<file path="config.mk">
export PLATFORM = sky130hd
export DESIGN_NAME = par_serial_8_1
export DESIGN_NICKNAME = d
export VERILOG_FILES = /design/src/rtl/par_serial_8_1_pkg.sv /design/src/rtl/par_serial_8_1_bit_cnt_mod8.sv /design/src/rtl/par_serial_8_1.sv
export SDC_FILE = /design/constraint.sdc
export NUM_CORES = 1
export LEC_CHECK = 0
export CAP_MARGIN = 10
export CORE_MARGIN = 2
export CORE_UTILIZATION = 35
export DETAILED_ROUTE_END_ITERATION = 7
export PLACE_DENSITY = 0.55
export SYNTH_ARGS = -nofsm -noshare
export SYNTH_HDL_FRONTEND = slang
export SYNTH_SLANG_ARGS = --single-unit
</file>
<file path="constraint.sdc">
create_clock -name clk -period 1.9 [get_ports clk]
set_input_delay 0.38 -clock clk [delete_from_list [all_inputs] [get_ports clk]]
set_output_delay 0.38 -clock clk [all_outputs]
set_load 0.01 [all_outputs]
</file>
<file path="src/rtl/par_serial_8_1_pkg.sv">
// Shared constants and types for the byte-to-serial converter.
// COM_K28_5 is the idle/alignment character sent during sync and when no data is offered.
package par_serial_8_1_pkg;

    localparam int unsigned BYTE_W = 8;
    localparam logic [BYTE_W-1:0] COM_K28_5 = 8'hBC;

    typedef enum logic {
        SYNC,
        ACTIVE
    } state_e;

endpackage

</file>
<file path="src/rtl/par_serial_8_1_bit_cnt_mod8.sv">
// Modulo-8 bit counter. It comes out of reset at 7, so the first edge after release is a load edge.
module bit_cnt_mod8 (
    input  logic clk,
    input  logic rst_n,
    output logic wrap
);

    logic [2:0] cnt_q;
    logic [2:0] cnt_d;

    always_comb begin
        cnt_d = cnt_q + 3'd1;
    end

    always_ff @(posedge clk or negedge rst_n) begin
        if (!rst_n) begin
            cnt_q <= 3'd7;
        end else begin
            cnt_q <= cnt_d;
        end
    end

    assign wrap = (cnt_q == 3'd7);

endmodule

</file>
<file path="src/rtl/par_serial_8_1.sv">
// Serialises bytes MSB-first, one bit per clk. After reset it sends SYNC_COUNT COM bytes,
// then requests a byte every 8 clocks and substitutes COM whenever none is offered.
module par_serial_8_1
    import par_serial_8_1_pkg::*;
#(
    parameter int unsigned       SYNC_COUNT = 4,
    parameter logic [BYTE_W-1:0] COM        = COM_K28_5
) (
    input  logic              clk,
    input  logic              reset,
    input  logic [BYTE_W-1:0] in_data8,
    input  logic              in8,
    output logic              load_req,
    output logic              out_serial,
    output logic              out_com,
    output logic              active
);

    localparam logic [7:0] SYNC_LAST = 8'(SYNC_COUNT - 1);

    logic              load_edge;
    state_e            state_q, state_d;
    logic [BYTE_W-1:0] shreg_q, shreg_d;
    logic              com_q, com_d;
    logic [7:0]        sync_cnt_q, sync_cnt_d;

    bit_cnt_mod8 u_bit_cnt (
        .clk   (clk),
        .rst_n (reset),
        .wrap  (load_edge)
    );

    always_comb begin
        state_d    = state_q;
        shreg_d    = {shreg_q[BYTE_W-2:0], 1'b0};
        com_d      = com_q;
        sync_cnt_d = sync_cnt_q;
        if (load_edge) begin
            unique case (state_q)
                SYNC: begin
                    shreg_d    = COM;
                    com_d      = 1'b1;
                    sync_cnt_d = sync_cnt_q + 8'd1;
                    if (sync_cnt_q == SYNC_LAST) begin
                        state_d = ACTIVE;
                    end
                end
                ACTIVE: begin
                    // Missing data is replaced by COM so the line never stalls.
                    if (in8) begin
                        shreg_d = in_data8;
                        com_d   = 1'b0;
                    end else begin
                        shreg_d = COM;
                        com_d   = 1'b1;
                    end
                end
                default: state_d = SYNC;
            endcase
        end
    end

    always_ff @(posedge clk or negedge reset) begin
        if (!reset) begin
            state_q    <= SYNC;
            shreg_q    <= '0;
            com_q      <= 1'b0;
            sync_cnt_q <= '0;
        end else begin
            state_q    <= state_d;
            shreg_q    <= shreg_d;
            com_q      <= com_d;
            sync_cnt_q <= sync_cnt_d;
        end
    end

    assign out_serial = shreg_q[BYTE_W-1];
    assign out_com    = com_q;
    assign active     = (state_q == ACTIVE);
    assign load_req   = load_edge && (state_q == ACTIVE);

endmodule

</file>
==> results of run 1 <==
==> where the power goes <==
part / total (mW) / internal [mW] / switching, mW
Combinational: 0.0431 / 0.0279 / 0.0152
Sequential: 0.458 / 0.455 / 0.00250
Clock: 0.208 / 0.0783 / 0.129
==> layout make-up <==
type	instances	area (sq um)	share of cell area, %
inverters	3	11.3	1.07
clock inverters	1	5.00	0.477
well taps	28	35.0	3.34
flip-flops and latches	21	529	50.5
multi-input cells	40	288	27.4
clock buffers	3	22.5	2.15
repair buffers	17	158	15.0
==> final timing paths <==
kind / slack (ns) / to / depth (start not counted) / from
hold / removal: 0.31 / sync_cnt_q[5] / 1 / reset
min in group clk: 0.45 / u_bit_cnt.cnt_q[0] / 1 / u_bit_cnt.cnt_q[0]
setup / recovery: 0.12 / load_req / 4 / u_bit_cnt.cnt_q[0]
max in group asynchronous: 1.10 / shreg_q[2] / 2 / reset
setup reg to reg: 0.16 / sync_cnt_q[1] / 5 / u_bit_cnt.cnt_q[0]
hold reg to reg: 0.45 / u_bit_cnt.cnt_q[0] / 1 / u_bit_cnt.cnt_q[0]
==> kinds of logic (layout without fill, tap and decap cells) <==
group / after synthesis / count (layout) / share of synthesized area [%]
AO/OA/AOI/OAI: 8 / 8 / 7.40
multiplexers: 1 / 1 / 1.36
AND/OR/NAND/NOR: 21 / 21 / 13.4
buffers and inverters: 4 / 24 / 1.96
flip-flops: 21 / 21 / 63.9
XOR/XNOR: 7 / 7 / 7.40
adder cells (fa/ha/maj): 3 / 3 / 4.53
==> metrics by stage <==
step	total power, mW	std cells
floorplan	0.474	65
global placement	0.510	109
detailed placement	0.511	109
CTS	0.727	113
global route	0.750	113
finish	0.709	113
==> metal layers <==
layer / wire, um / GRT usage (%) / vias up
met1: 646 / 15.3 / 274
met4: 11 / 7.69 / 0
met2: 669 / 16.0 / 4
li1: - / - / 263
met5: 0 / 0 / -
met3: 41 / 3.43 / 2
==> cell usage after synthesis <==
cell	instances
a21o_1	1
dfrtp_1	18
ha_1	3
mux2_2	1
dfstp_2	3
buf_2	1
nor4_1	1
nand4_1	3
nor2b_1	2
and4b_1	1
and3_1	2
o21ai_0	2
o22a_1	5
nor3_1	1
inv_1	3
and2_1	2
xor2_1	2
xnor2_1	5
nor2_1	3
nand2_1	6
==> flip-flops by register name, summed over array words and instances, names as in the netlist <==
signal,cells
shreg_q,8
u_bit_cnt.cnt_q,3
sync_cnt_q,8
out_com,1
active,1
==> timing repair <==
action,CTS,global route
setup buffers,0,0
resized for setup,4,2
hold endpoints to repair,0,0
setup endpoints to repair,1,1
==> flow_metrics.env, run 1 <==
export IMPL_outcome="completed"
export IMPL_finalInstanceArea_sq_um=1050
export IMPL_coreArea_sq_um=2230
export IMPL_irDropWorstVdd_v=0.000355
export IMPL_clk_pin_slew_ns=0.11
export IMPL_viasPerCell=4.81
export IMPL_grt_util_all_layers_pct=11.5
export IMPL_cts_hold_buf=0
export IMPL_portBuffers=14
export IMPL_nFillCells=214
export IMPL_rsz0062_at_grt="false"
export IMPL_numCtsBuffers=3
export IMPL_drtIter0Drc=9
export IMPL_area_growth_pct=26.6
export IMPL_gp_congestion=0.750
export IMPL_path_delay_family="flip-flops"
export IMPL_wirelength_um=1370
export IMPL_hp_class="primary input to asynchronous set/reset pin"
export IMPL_synth_area_sq_um=828
export IMPL_fin_tns_setup_ns=0
export IMPL_critPathKind="register to output pin"
export IMPL_crit_path_max_incr_delay_ns=0.55
export IMPL_grt_pass1_vias=502
export IMPL_startpoint_type="register"
export IMPL_syn_num_nets=79
export IMPL_htreeDepth=1
export IMPL_worst_pin_slew_ns=0.279
export IMPL_ys_seq_area_share_pct=63.9
export IMPL_die_x_um=52.6
export IMPL_firstDrtPassIters=2
export IMPL_die_h_um=52.6
export IMPL_synthCells=65
export IMPL_post_route_drc_count=0
export IMPL_path_buf_inv=1
export IMPL_synth_area_leaders="dfrtp_1 (54%), dfstp_2 (9.5%), o22a_1 (5.3%), xnor2_1 (5.3%), ha_1 (4.5%)"
export IMPL_finalSetupViolCount=0
export IMPL_hold_viol=0
export IMPL_slew_violations=0
export IMPL_clk_path_buf_depth=2
export IMPL_p_leak_nw=0.471
export IMPL_end_kind="output pin"
export IMPL_antenna_found_initial=0
export IMPL_drive_above_1_share_pct=16.5
export IMPL_die_area_sq_um=2770
export IMPL_path_max_fanout=2
export IMPL_layout_commonest_cell="dfrtp_1"
export IMPL_grt_max_degree=16
export IMPL_yosysTopAreaCell="dfrtp_1"
export IMPL_fin_worst_skew_ns=0.00271
export IMPL_dp_hpwl_um=1000
export IMPL_crit_chain="ha_1 -> ha_2 -> and2_4 -> buf_2"
export IMPL_grt_pass1_wl_um=2220
export IMPL_fin_hold_ws_ns=0.308
export IMPL_clock_latency_ns=0.30
export IMPL_ys_seq_elements=21
export IMPL_cts_tree="done"
export IMPL_synth_top_area_share_pct=54.4
export IMPL_ant_nets=0
export IMPL_post_dp_cell_area_sq_um=1020
export IMPL_max_slew_margin_pct=81.3
export IMPL_wl_per_cell_um=12.1
export IMPL_start_util_pct=37.1
export IMPL_cts_sinks=21
export IMPL_diodes=0
export IMPL_fp_row_count=17
export IMPL_ys_types=20
export IMPL_max_freq_mhz=560
export IMPL_ctsRootBufferMaster="clkbuf_4"
export IMPL_syn_area_per_cell_sq_um=12.7
export IMPL_layout_nets=100
export IMPL_p_per_area_nw_per_um2=676
export IMPL_arrival_ns=1.40
export IMPL_overflow=0
export IMPL_layout_common_cells="dfrtp_1 (18), clkdlybuf4s50_1 (13), nand2_1 (6)"
export IMPL_place_ws_ns=0.0483
export IMPL_slowest_stage="dfstp_2"
export IMPL_critPathRequiredTime_ns=1.52
export IMPL_layout_setup_ws_ns=0.116
export IMPL_ys_warn_count=0
export IMPL_route_vias_total=543
export IMPL_drv_cap=0
export IMPL_final_core_util_pct=46.9
export IMPL_io_pins=15
export IMPL_timing_final_crit_period_ns=1.78
export IMPL_finalCritPeriodShare_pct=93.9
(Power assumes the default switching activity.)
==> inputs of run 2 (changes only) <==
--- a/config.mk
+++ b/config.mk
@@ -6,9 +6,10 @@
 export NUM_CORES = 1
 export LEC_CHECK = 0
 export CAP_MARGIN = 10
-export CORE_MARGIN = 2
+export CORE_MARGIN = 5
 export CORE_UTILIZATION = 35
 export DETAILED_ROUTE_END_ITERATION = 7
+export MAX_ROUTING_LAYER = met4
 export PLACE_DENSITY = 0.55
 export SYNTH_ARGS = -nofsm -noshare
 export SYNTH_HDL_FRONTEND = slang
==> run 2 against run 1 <==
Effect of this change: global-route usage decreased by 1.2 points; die area rose by 24%; sequential share of layout area is 0.24 points higher; clock-buffer cell count did not move; final cell count did not move; largest power group unchanged.
==> flow_metrics.env, run 2 (synthesis gave the netlist of run 1 again) <==
export IMPL_outcome="completed"
export IMPL_fin_hold_ws_ns=0.402
export IMPL_r2r_end="sync_cnt_q[1]"
export IMPL_arrival_ns=1.42
export IMPL_rrSetupSlack_ns=0.18
export IMPL_layout_setup_ws_ns=0.103
export IMPL_drv_cap=0
export IMPL_post_route_drc_count=0
export IMPL_max_slew_margin_pct=82.4
export IMPL_wirelength_um=1470
export IMPL_cts_hold_buf=0
export IMPL_clock_latency_ns=0.30
export IMPL_overflow=0
export IMPL_r2r_start="u_bit_cnt.cnt_q[0]"
export IMPL_p_leak_nw=0.473
export IMPL_numCtsBuffers=3
export IMPL_critPathRequiredTime_ns=1.52
export IMPL_critPathKind="register to output pin"
export IMPL_stdcell_count=113
export IMPL_die_x_um=58.6
export IMPL_layout_common_cells="dfrtp_1 (18), clkdlybuf4s50_1 (13), nand2_1 (6)"
export IMPL_grt_pass1_wl_um=2600
export IMPL_die_area_sq_um=3440
export IMPL_clk_path_buf_depth=2
export IMPL_dp_cells=108
export IMPL_die_h_um=58.6
export IMPL_fp_row_count=17
export IMPL_hp_class="primary input to asynchronous set/reset pin"
export IMPL_hold_viol=0
export IMPL_area_growth_pct=26.0
export IMPL_clk_pin_slew_ns=0.12
export IMPL_finalCritPeriodShare_pct=94.6
export IMPL_start_util_pct=37.1
export IMPL_viasPerCell=4.81
export IMPL_ant_nets=0
export IMPL_cts_sinks=21
export IMPL_grt_util_all_layers_pct=10.3
export IMPL_drive_above_1_share_pct=14.1
export IMPL_worst_pin_slew_ns=0.264
export IMPL_layout_nets=100
export IMPL_diodes=0
export IMPL_gp_congestion=0.702
export IMPL_finalSetupViolCount=0
export IMPL_firstDrtPassIters=2
export IMPL_wl_per_cell_um=13.0
export IMPL_irDropWorstVdd_v=0.000334
export IMPL_grt_max_degree=22
export IMPL_grt_pass1_vias=576
export IMPL_final_core_util_pct=46.7
export IMPL_multi_input_area_sq_um=283
export IMPL_slew_violations=0
export IMPL_path_max_fanout=2
export IMPL_startpoint_type="register"
export IMPL_max_freq_mhz=557
export IMPL_p_per_area_nw_per_um2=686
export IMPL_nFillCells=209
export IMPL_regArea_sq_um=529
export IMPL_rr_worst_depth=5
export IMPL_coreArea_sq_um=2230
export IMPL_ctsRootBufferMaster="clkbuf_4"
export IMPL_timing_final_crit_period_ns=1.80
export IMPL_cts_tree="done"
export IMPL_biggestRegsByFlops="shreg_q x8, sync_cnt_q x8, u_bit_cnt.cnt_q x3"
export IMPL_place_ws_ns=0.0320
export IMPL_power_total_mw=0.716
export IMPL_startpoint="u_bit_cnt.cnt_q[0]"
export IMPL_antenna_found_initial=0
export IMPL_io_pins=15
export IMPL_layout_commonest_cell="dfrtp_1"
export IMPL_drtIter0Drc=23
export IMPL_htreeDepth=1
export IMPL_portBuffers=14
export IMPL_fin_worst_skew_ns=0.000700
export IMPL_route_vias_total=544
export IMPL_dp_hpwl_um=1060
export IMPL_end_kind="output pin"
==> run 2: cell counts in the layout (fill, tap and decap cells not counted) <==
No cell type changed its count.
==> run 2: worst max-delay path: stages (launching register included) <==
cell and delay [ns]:
dfstp_2 0.55, ha_1 0.14, ha_1 0.15, and2_1 0.14, buf_2 0.13
==> run 2: report_power, final <==
part	total [mW]	switching, mW	leakage, nW	internal, mW
clock network	0.215	0.137	0.0177	0.0785
logic	0.0426	0.0148	0.203	0.0278
registers	0.458	0.00268	0.252	0.456
==> run 2: per-stage QoR <==
step                instance area, sq um   TNS, ns
global route                        1040  -0.00151
floorplan                            828         0
finish                              1040         0
detailed placement                  1010         0
CTS                                 1040         0
global placement                    1010         0
==> run 2: how the worst max path moves through the flow <==
stage                     slack (ns)             to  depth (start not counted)
after floorplan                 0.40  sync_cnt_q[1]                          4
after global placement          0.06       load_req                          4
after detailed placement        0.03       load_req                          4
after CTS                       0.08       load_req                          4
after global routing          -0.002       load_req                          4
final                           0.10       load_req                          4
==> run 2: area by class of cell <==
| cell class | instances | share of cell area (%) |
|---|---|---|
| tap | 28 | 3.36 |
| clock buffer | 3 | 2.16 |
| clock inverter | 1 | 0.480 |
| multi-input combinational | 40 | 27.1 |
| sequential | 21 | 50.7 |
| inverter | 3 | 1.08 |
| timing repair buffer | 17 | 15.1 |
==> run 2: per-layer routing <==
metal	vias to the layer above	part of all wire, %	global-route usage [%]
met5	-	0	-
met2	4	49	15.2
li1	262	-	-
met1	276	46	13.0
met3	2	3.5	2.41
met4	0	0.89	5.83
==> run 2: repair_timing <==
action                     4_1_cts  5_1_grt
gates resized for setup          4        0
setup endpoints to repair        1        1
hold endpoints to repair         0        0
buffers inserted                 0        1
